--- src/rtl/axi4_mem_read_master.sv ---
// axi4_mem_read_master: AXI4 INCR burst read initiator.
// Splits a beat-count command into 4 KB-safe bursts.
//
// Ports:
//   clk, reset      sole clock, synchronous active-high reset
//   s_cmd_*         command in: byte address, beat count
//   busy            high from command accept to completion
//   err             sticky RRESP error, cleared on accept
//   m_axi4_ar*      AXI4 read address channel (master side)
//   m_axi4_r*       AXI4 read data channel (master side)
//   m_data/m_last   read data stream, m_valid/m_ready handshake
module axi4_mem_read_master #(
    parameter int AXI_ID_WIDTH   = 6,
    parameter int AXI_ADDR_WIDTH = 49,
    parameter int AXI_DATA_SIZE  = 4,
    parameter int AXI_ARID       = 0,
    parameter int MAX_BURST_LEN  = 16,
    parameter int ISSUE_LIMIT    = 4,
    parameter int LEN_WIDTH      = 32,
    localparam int AXI_DATA_WIDTH = 8 << AXI_DATA_SIZE
) (
    input  logic                      reset,
    input  logic                      clk,
    input  logic [AXI_ADDR_WIDTH-1:0] s_cmd_addr,
    input  logic [LEN_WIDTH-1:0]      s_cmd_len,
    input  logic                      s_cmd_valid,
    output logic                      s_cmd_ready,
    output logic                      busy,
    output logic                      err,
    output logic [AXI_ID_WIDTH-1:0]   m_axi4_arid,
    output logic [AXI_ADDR_WIDTH-1:0] m_axi4_araddr,
    output logic [7:0]                m_axi4_arlen,
    output logic [2:0]                m_axi4_arsize,
    output logic [1:0]                m_axi4_arburst,
    output logic                      m_axi4_arlock,
    output logic [3:0]                m_axi4_arcache,
    output logic [2:0]                m_axi4_arprot,
    output logic [3:0]                m_axi4_arqos,
    output logic                      m_axi4_arvalid,
    input  logic                      m_axi4_arready,
    input  logic [AXI_ID_WIDTH-1:0]   m_axi4_rid,
    input  logic [AXI_DATA_WIDTH-1:0] m_axi4_rdata,
    input  logic [1:0]                m_axi4_rresp,
    input  logic                      m_axi4_rlast,
    input  logic                      m_axi4_rvalid,
    output logic                      m_axi4_rready,
    output logic [AXI_DATA_WIDTH-1:0] m_data,
    output logic                      m_last,
    output logic                      m_valid,
    input  logic                      m_ready
);

    typedef enum logic [1:0] {
        IDLE,
        ISSUE,
        DRAIN
    } state_t;

    localparam logic [AXI_ADDR_WIDTH-1:0] LOW_MASK =
        AXI_ADDR_WIDTH'((1 << AXI_DATA_SIZE) - 1);
    localparam logic [LEN_WIDTH-1:0] MAX_N =
        LEN_WIDTH'(MAX_BURST_LEN);
    localparam logic [3:0] LIMIT = 4'(ISSUE_LIMIT);
    localparam logic [LEN_WIDTH-1:0] ONE = LEN_WIDTH'(1);

    state_t state_q, state_d;

    logic [AXI_ADDR_WIDTH-1:0] addr_q;
    logic [LEN_WIDTH-1:0]      rem_q;
    logic [LEN_WIDTH-1:0]      len_q;
    logic [LEN_WIDTH-1:0]      rcv_q, rcv_d;
    logic [3:0]                outst_q, outst_d;
    logic                      arvalid_q;
    logic [AXI_ADDR_WIDTH-1:0] araddr_q;
    logic [7:0]                arlen_q;
    logic                      err_q;

    logic cmd_acc, ar_hs, r_hs, r_end, ar_free, ar_load;

    // Burst source: the command itself on accept,
    // otherwise the not-yet-issued remainder.
    logic [AXI_ADDR_WIDTH-1:0] cmd_addr, src_addr;
    logic [LEN_WIDTH-1:0]      src_rem;
    logic [12:0]               bnd;
    logic [LEN_WIDTH-1:0]      bnd_n, cap_n, n, n_m1;
    logic [AXI_ADDR_WIDTH-1:0] step;

    assign s_cmd_ready = (state_q == IDLE) & ~reset;
    assign busy        = (state_q != IDLE);
    assign err         = err_q;

    assign cmd_acc = s_cmd_valid & s_cmd_ready;
    assign ar_hs   = arvalid_q & m_axi4_arready;
    assign r_hs    = m_axi4_rvalid & m_ready;
    assign r_end   = r_hs & m_axi4_rlast;
    assign ar_free = ~arvalid_q | ar_hs;

    assign cmd_addr = s_cmd_addr & ~LOW_MASK;

    assign bnd   = 13'd4096 - {1'b0, src_addr[11:0]};
    assign bnd_n = LEN_WIDTH'(bnd >> AXI_DATA_SIZE);
    assign cap_n = (bnd_n < MAX_N) ? bnd_n : MAX_N;
    assign n     = (src_rem < cap_n) ? src_rem : cap_n;
    assign n_m1  = n - ONE;
    assign step  = AXI_ADDR_WIDTH'(n) << AXI_DATA_SIZE;

    always_comb begin
        outst_d = outst_q;
        unique case ({ar_hs, r_end})
            2'b10:   outst_d = outst_q + 4'd1;
            2'b01:   outst_d = outst_q - 4'd1;
            default: outst_d = outst_q;
        endcase
    end

    assign rcv_d = r_hs ? rcv_q + ONE : rcv_q;

    always_comb begin
        state_d  = state_q;
        ar_load  = 1'b0;
        src_addr = addr_q;
        src_rem  = rem_q;
        unique case (state_q)
            IDLE: begin
                src_addr = cmd_addr;
                src_rem  = s_cmd_len;
                if (cmd_acc) begin
                    if (s_cmd_len == '0) begin
                        state_d = DRAIN;
                    end else begin
                        state_d = ISSUE;
                        ar_load = 1'b1;
                    end
                end
            end
            ISSUE: begin
                if (ar_free) begin
                    if (rem_q == '0) begin
                        state_d = DRAIN;
                    end else if (outst_d < LIMIT) begin
                        ar_load = 1'b1;
                    end
                end
            end
            DRAIN: begin
                // Look ahead so busy drops right after
                // the final beat handshake.
                if (rcv_d == len_q && outst_d == '0) begin
                    state_d = IDLE;
                end
            end
            default: state_d = IDLE;
        endcase
    end

    always_ff @(posedge clk) begin
        if (reset) begin
            state_q   <= IDLE;
            addr_q    <= '0;
            rem_q     <= '0;
            len_q     <= '0;
            rcv_q     <= '0;
            outst_q   <= '0;
            arvalid_q <= 1'b0;
            araddr_q  <= '0;
            arlen_q   <= '0;
            err_q     <= 1'b0;
        end else begin
            state_q <= state_d;
            outst_q <= outst_d;
            if (cmd_acc) begin
                len_q <= s_cmd_len;
                rcv_q <= '0;
                err_q <= 1'b0;
            end else begin
                rcv_q <= rcv_d;
                if (r_hs && m_axi4_rresp != 2'b00) begin
                    err_q <= 1'b1;
                end
            end
            if (ar_load) begin
                arvalid_q <= 1'b1;
                araddr_q  <= src_addr;
                arlen_q   <= n_m1[7:0];
                addr_q    <= src_addr + step;
                rem_q     <= src_rem - n;
            end else if (ar_hs) begin
                arvalid_q <= 1'b0;
            end
        end
    end

    assign m_axi4_arid    = AXI_ID_WIDTH'(AXI_ARID);
    assign m_axi4_araddr  = araddr_q;
    assign m_axi4_arlen   = arlen_q;
    assign m_axi4_arsize  = 3'(AXI_DATA_SIZE);
    assign m_axi4_arburst = 2'b01;
    assign m_axi4_arlock  = 1'b0;
    assign m_axi4_arcache = 4'b0011;
    assign m_axi4_arprot  = 3'b000;
    assign m_axi4_arqos   = 4'b0000;
    assign m_axi4_arvalid = arvalid_q;

    // Last flag comes from our own beat count, not
    // rlast, which marks burst ends only.
    assign m_axi4_rready = m_ready;
    assign m_valid       = m_axi4_rvalid;
    assign m_data        = m_axi4_rdata;
    assign m_last        = m_axi4_rvalid
                         & (rcv_q == len_q - ONE);

    logic unused_bits;
    assign unused_bits = ^{m_axi4_rid, n_m1[LEN_WIDTH-1:8]};

endmodule

--- config.mk ---
export PLATFORM = sky130hd
export DESIGN_NAME = axi4_mem_read_master
export DESIGN_NICKNAME = d
export VERILOG_FILES = /design/src/rtl/axi4_mem_read_master.sv
export SDC_FILE = /design/constraint.sdc
export NUM_CORES = 1
export LEC_CHECK = 0
export ABC_AREA = 0
export CORE_MARGIN = 1
export CORE_UTILIZATION = 53
export CTS_CLUSTER_SIZE = 8
export DETAILED_ROUTE_END_ITERATION = 6
export PLACE_DENSITY = 0.87
export SLEW_MARGIN = 20
export SYNTH_ARGS = -nofsm -noshare
export SYNTH_HDL_FRONTEND = slang
export SYNTH_SLANG_ARGS = --single-unit
--- constraint.sdc ---
create_clock -name clk -period 10.8 [get_ports clk]
set_clock_uncertainty 0.05 [all_clocks]
set_input_delay 1.08 -clock clk [delete_from_list [all_inputs] [get_ports clk]]
set_output_delay 1.08 -clock clk [all_outputs]
set_load 0.005 [all_outputs]
==> flow_summary_export.csv, run 1 <==
group,metric,value,unit
outcome,status,"completed",
run,drv_cap,0,
place,place_ws,2590,ps
global_route,grt_overflow_total,0,
sta,fin_crit_sh,0.770,
routing,viasPerCell,6.04,
clock_network,cts_resized,0,
clock_network,clkTransAtPathRegs,50,ps
floorplan,ios,439,
yosys,synth_edf_count,0,
yosys,synthesis.area,15100,µm²
global_route,grt_max_degree,96,
clock_network,postCtsHoldBufs,0,
critical_path,start_kind,"flop",
place,gp_congestion,0.949,
min_path,min_path_type,"reg -> reg",
sta,setup-tns-final,0,ps
routing,drc_errors,0,
sta,grt_setup_unrepaired,"false",
floorplan,dieArea,29100,µm²
floorplan,start_util,0.542,
clock_network,clk_latency,540,ps
critical_path,cpPeakStageDelay,820,ps
clock_network,numCtsBuffers,30,
clock_network,clockBufferDepth,3,
power_and_ir_drop,max-vdd-ir-drop,0.000107,V
critical_path,cp.required,11180,ps
critical_path,critPathSlowestCell,"mux2i_1",
sta,fin_crit,8310,ps
critical_path,end_kind,"flop",
place,post-dp-hpwl,30300,µm
final_layout,n_fill_cell,2444,
final_layout,syn_to_final_growth,9.49,%
sta,setup_viol_count_final,0,
routing,drt-pass1-iter-count,5,
final_layout,final_cell_mix,"nand2_1 (306), nor2_1 (232), dfxtp_1 (206)",
global_route,antenna_found_initial,1,
critical_path,path_buf_inv,3,
routing,ant_nets,0,
place,port_buffers,149,
clock_network,cts_root_buf,"clkbuf_16",
floorplan,num_rows,61,
clock_network,cts_tree,"built",
critical_path,crit_family,"compound AO/OA/AOI/OAI gates",
clock_network,cts.sinks,206,
routing,wl_per_cell,17.7,µm
routing,routed_wl,42600,µm
yosys,synth.distinct_cells,84,
global_route,grt_pass1_vias,13900,
yosys,synthArstFlopShare,0,
final_layout,final_common_cell,"nand2_1",
global_route,grt.total_usage,0.286,
sta,fmax,120,MHz
floorplan,core_area,27900,µm²
final_layout,drive_gt1_frac,0.0384,
sta,max_slew_margin,0.330,
sta,maxSlewViolCount,0,
sta,fin_ws,2490,ps
clock_network,postCtsSetupBuffers,0,
clock_network,h-tree-depth,1,
sta,tightest_slew,1010,ps
yosys,synthTopCellsByArea,"dfxtp_1 (27%), buf_4 (7.8%), nand2_1 (7.6%)",
global_route,grt_pass1_wl,68200,µm
critical_path,crit_chain,"nor2_8 > clkinv_2 > mux2i_1 > a21boi_0 > ha_1 > o21ai_0 > a211oi_1 > o2111a_1 > a211o_1 > a41oi_1 > inv_1 > ha_1 > inv_1 > fa_1 > nand2b_1 > a21oi_1 > o21ba_2 > o211ai_1 > o21ai_0 > a21oi_1 > nor2_1 > o21ai_0 > mux2_2",
routing,vias,14500,
yosys,syn_inst,2053,
critical_path,critPathKind,"reg -> reg",
yosys,yosys.area.top_type,"dfxtp_1",
power_and_ir_drop,leakage,6.55,nW
yosys,synth_warnings,0,
critical_path,cpMostUsedCell,"o21ai_0",
floorplan,fp.dieW,171,µm
critical_path,arrival,8690,ps
yosys,synth.avg_cell_area,7.35,µm²
routing,drt_iter0_markers,1358,
floorplan,dieHeight,171,µm
yosys,synth_top_area_share,0.273,
final_layout,fin_nets,2308,
sta,hold_violations,0,
yosys,yosysSeqAreaShare,0.273,
critical_path,crit_fanout,41,
power_and_ir_drop,power.density,143,nW/µm²
yosys,synth_flop_cell,"dfxtp_1",
yosys,synth_seq_cells,206,
per-layer routing:
layer  track usage  part of all wire
met5             0                 0
met1         0.351              0.41
met4         0.153             0.046
met2         0.480              0.46
met3        0.0444             0.082
final cells by class:
type / count / area [µm²] / share of cell area
diodes: 1 / 2.50 / 0.000151
clock buffers: 34 / 787 / 0.0476
clock inverters: 2 / 35.0 / 0.00212
inverters: 61 / 230 / 0.0139
multi-input cells: 1570 / 9320 / 0.564
flip-flops and latches: 206 / 4120 / 0.250
well taps: 378 / 473 / 0.0286
repair buffers: 157 / 1550 / 0.0938
per-stage QoR:
step           hold slack (ps)  utilization  power, mW  instances  area (µm²)
6_report                   392        0.593       2.37       2409       16500
5_1_grt                    413        0.593       2.47       2409       16500
4_1_cts                    397        0.593       2.36       2408       16500
3_5_place_dp               389        0.563       1.50       2372       15700
3_3_place_gp               387        0.563       1.49       2372       15700
2_1_floorplan              381            -       1.35       2101       15300
Yosys cell counts (7+ instances only):
cell         n
o21a_1      13
ha_1        55
dfxtp_1    206
nor3_1      75
nand4_1     21
nand2b_1    14
o211ai_1    21
a211oi_1    28
and3_1      31
nor2_1     233
a21oi_1    131
and2_1      16
or2_2       11
mux2i_1     38
nand3_1     53
buf_2        9
clkbuf_1    83
a211o_1     11
o31ai_1     15
o21ai_0     80
inv_1       60
nor2b_1     11
a31oi_1     19
a21o_1      19
nand2_1    306
or3_1       16
a311oi_1     7
buf_4      157
xor2_1      52
buf_1       12
xnor2_1     83
and4_1      12
nor4_1      24
nor3b_1      7
o2111ai_1   12
a21boi_0     8
registers in the layout (all words and copies together), names as in the netlist:
| register | count |
|---|---|
| len_q | 32 |
| outst_q | 4 |
| addr_q | 49 |
| m_axi4_arlen | 8 |
| state_q | 2 |
| m_axi4_araddr | 45 |
| err | 1 |
| m_axi4_arvalid | 1 |
| rem_q | 32 |
| rcv_q | 32 |
final timing paths:
path | slack [ps] | to | cells after the start | from
worst max register to register | 2490 | addr_q[46]$_SDFFE_PP0P_ | 23 | state_q[1]$_SDFFE_PP0P_
worst min register to register | 390 | err$_SDFFE_PP0P_ | 2 | err$_SDFFE_PP0P_
worst min-delay path | 390 | err$_SDFFE_PP0P_ | 2 | err$_SDFFE_PP0P_
worst max-delay path | 2490 | addr_q[46]$_SDFFE_PP0P_ | 23 | state_q[1]$_SDFFE_PP0P_
cells by family after synthesis:
family / Yosys count / synth area share
AOI/OAI and AO/OA: 425 / 0.183
xor gates and xnor gates: 135 / 0.0784
adders and majority gates: 58 / 0.0496
buffers and inverters: 325 / 0.122
DFF: 206 / 0.273
muxes: 43 / 0.0289
other: 2 / 0.000498
and+or+nand+nor: 859 / 0.265
power breakdown:
group / internal [mW] / leakage [nW] / switching, mW / total (mW)
clock network: 0.525 / 0.404 / 0.330 / 0.855
logic: 0.267 / 4.45 / 0.363 / 0.630
registers: 0.826 / 1.69 / 0.0552 / 0.881
total: 1.62 / 6.55 / 0.748 / 2.37
worst reg2reg max path, cell delays in order, from the launching register on:
cell	delay [ps]
dfxtp_1	520
nor2_8	530
clkinv_2	750
mux2i_1	820
a21boi_0	500
ha_1	280
o21ai_0	90
a211oi_1	270
o2111a_1	230
a211o_1	570
a41oi_1	320
inv_1	170
ha_1	210
inv_1	70
fa_1	370
nand2b_1	190
a21oi_1	330
o21ba_2	240
o211ai_1	190
o21ai_0	470
a21oi_1	250
nor2_1	330
o21ai_0	180
mux2_2	300
No activity file was read; power rests on OpenSTA's default activity.
==> run 2: changes to the inputs <==
--- a/config.mk
+++ b/config.mk
@@ -7,10 +7,10 @@
 export LEC_CHECK = 0
 export ABC_AREA = 0
 export CORE_MARGIN = 1
-export CORE_UTILIZATION = 53
+export CORE_UTILIZATION = 49
 export CTS_CLUSTER_SIZE = 8
 export DETAILED_ROUTE_END_ITERATION = 6
-export PLACE_DENSITY = 0.87
+export PLACE_DENSITY = 0.81
 export SLEW_MARGIN = 20
 export SYNTH_ARGS = -nofsm -noshare
 export SYNTH_HDL_FRONTEND = slang
==> constraint.sdc (replaced) <==
create_clock -name clk -period 8.3 [get_ports clk]
set_clock_uncertainty 0.05 [all_clocks]
set_input_delay 0.83 -clock clk [delete_from_list [all_inputs] [get_ports clk]]
set_output_delay 0.83 -clock clk [all_outputs]
set_load 0.005 [all_outputs]
==> run 2 against run 1 <==
Compared with the run above: register-to-register slack got worse by 1800 ps; worst setup slack got worse by 1800 ps; sequential cell count unchanged; maximum frequency increased by 9.5%; cell area about the same; combinational power increased by 29%; largest cell class unchanged; non-clock buffer count increased by 4; routed wire length decreased by 1.1%; total power increased by 27%; count of clock-buffer cells in the layout decreased by 3.
==> flow_summary_export.csv, run 2 (synthesis results as in run 1) <==
group,metric,value,unit
floorplan,ios,439,
final_layout,largest_reg_flops,49,
critical_path,crit_fanout,33,
final_layout,largest-register,"addr_q",
critical_path,start_kind,"flop",
clock_network,h-tree-depth,1,
critical_path,critPathKind,"reg -> reg",
floorplan,core_area,30000,µm²
place,post-dp-hpwl,30000,µm
routing,viasPerCell,5.92,
power_and_ir_drop,power.density,182,nW/µm²
place,gp_congestion,0.930,
min_path,min_path_cells,2,
sta,setup_viol_count_final,0,
routing,drc_errors,0,
critical_path,cpPeakStageDelay,600,ps
routing,drt_iter0_markers,1486,
global_route,grt_overflow_total,0,
place,place_ws,604,ps
min_path,min_path_type,"reg -> reg",
critical_path,end_kind,"flop",
sta,max_slew_margin,0.348,
floorplan,num_rows,63,
sta,grt_setup_unrepaired,"false",
routing,routed_wl,42100,µm
sta,fin_ws,708,ps
clock_network,clk_latency,560,ps
critical_path,r2r_cells,25,
power_and_ir_drop,leakage,6.54,nW
sta,setup-tns-final,0,ps
sta,fmax,132,MHz
floorplan,dieHeight,177,µm
clock_network,cts.sinks,206,
clock_network,cts_tree,"built",
clock_network,postCtsHoldBufs,0,
routing,wl_per_cell,17.4,µm
sta,fin_crit,7590,ps
final_layout,final_cell_mix,"nand2_1 (306), nor2_1 (232), dfxtp_1 (206)",
power_and_ir_drop,max-vdd-ir-drop,0.000189,V
final_layout,final_common_cell,"nand2_1",
final_layout,drive_gt1_frac,0.0389,
critical_path,reg2reg_from,"state_q[1]$_SDFFE_PP0P_",
outcome,status,"completed",
sta,fin_crit_sh,0.915,
global_route,grt_max_degree,94,
routing,ant_nets,0,
final_layout,syn_to_final_growth,9.40,%
clock_network,numCtsBuffers,29,
clock_network,clkTransAtPathRegs,50,ps
clock_network,postCtsSetupBuffers,0,
routing,vias,14300,
critical_path,cp.required,8730,ps
clock_network,cts_resized,0,
floorplan,dieArea,31500,µm²
clock_network,clockBufferDepth,3,
global_route,grt.total_usage,0.264,
critical_path,arrival,8020,ps
sta,maxSlewViolCount,0,
final_layout,postLayoutCellArea,16500,µm²
critical_path,startpoint,"state_q[1]$_SDFFE_PP0P_",
critical_path,critPathSlowestCell,"mux2i_1",
sta,tightest_slew,975,ps
min_path,hp-start,"addr_q[25]$_SDFFE_PP0P_",
run,drv_cap,0,
floorplan,fp.dieW,177,µm
routing,drt-pass1-iter-count,6,
place,port_buffers,149,
sta,hold_violations,0,
floorplan,start_util,0.504,
global_route,grt_pass1_wl,68100,µm
global_route,antenna_found_initial,0,
power_and_ir_drop,p_total,3.01,mW
final_layout,fin_nets,2311,
global_route,grt_pass1_vias,13500,
clock_network,cts_root_buf,"clkbuf_16",
final_layout,diodes,0,
final_layout,n_fill_cell,2789,
place,placed_area,15800,µm²
[run 2: cell count changes in the layout (fill, tap and decap cells not counted), sizes merged]
cell	change
buf	+4
clkbuf	-3
bufinv	-1
clkinv	-1
diode	-1
inv	+1
[run 2: path summary, 6_finish.rpt]
| check | endpoint | slack (ps) |
|---|---|---|
| worst max register to register | addr_q[38]$_SDFFE_PP0P_ | 710 |
| worst min-delay path | addr_q[25]$_SDFFE_PP0P_ | 400 |
| worst max-delay path | addr_q[38]$_SDFFE_PP0P_ | 710 |
| worst min register to register | addr_q[25]$_SDFFE_PP0P_ | 400 |
[run 2: cell type report]
class	instances	area, µm²	area share
Multi-Input combinational cell	1570	9320	0.565
Timing Repair Buffer	161	1590	0.0964
Sequential cell	206	4120	0.250
Tap cell	390	488	0.0296
Inverter	61	230	0.0139
Clock inverter	1	20.0	0.00121
Clock buffer	31	733	0.0444
[run 2: report_power, final]
group          leakage, nW  switching [mW]  internal, mW
Combinational         4.48           0.466         0.349
Sequential            1.69          0.0719          1.07
Clock                0.370           0.435         0.614
[run 2: layer usage]
metal	part of all wire	global-route usage
met3	0.074	0.0368
met1	0.42	0.337
met5	0	0
met2	0.47	0.439
met4	0.041	0.117
[run 2: through the flow]
stage                     utilization  cells  hold slack [ps]
after floorplan                     -   2101              381
after global placement          0.526   2388              389
after detailed placement        0.526   2388              395
after CTS                       0.551   2420              406
after global routing            0.551   2420              415
final                           0.551   2420              404
[run 2: critical path: cells and delay by family (launching register included)]
family / cells / cell delay, ps
compound gates: 12 / 3230
simple gates: 7 / 2020
fa+ha+maj: 3 / 870
mux: 1 / 600
flops: 1 / 510
buf+inv: 2 / 220
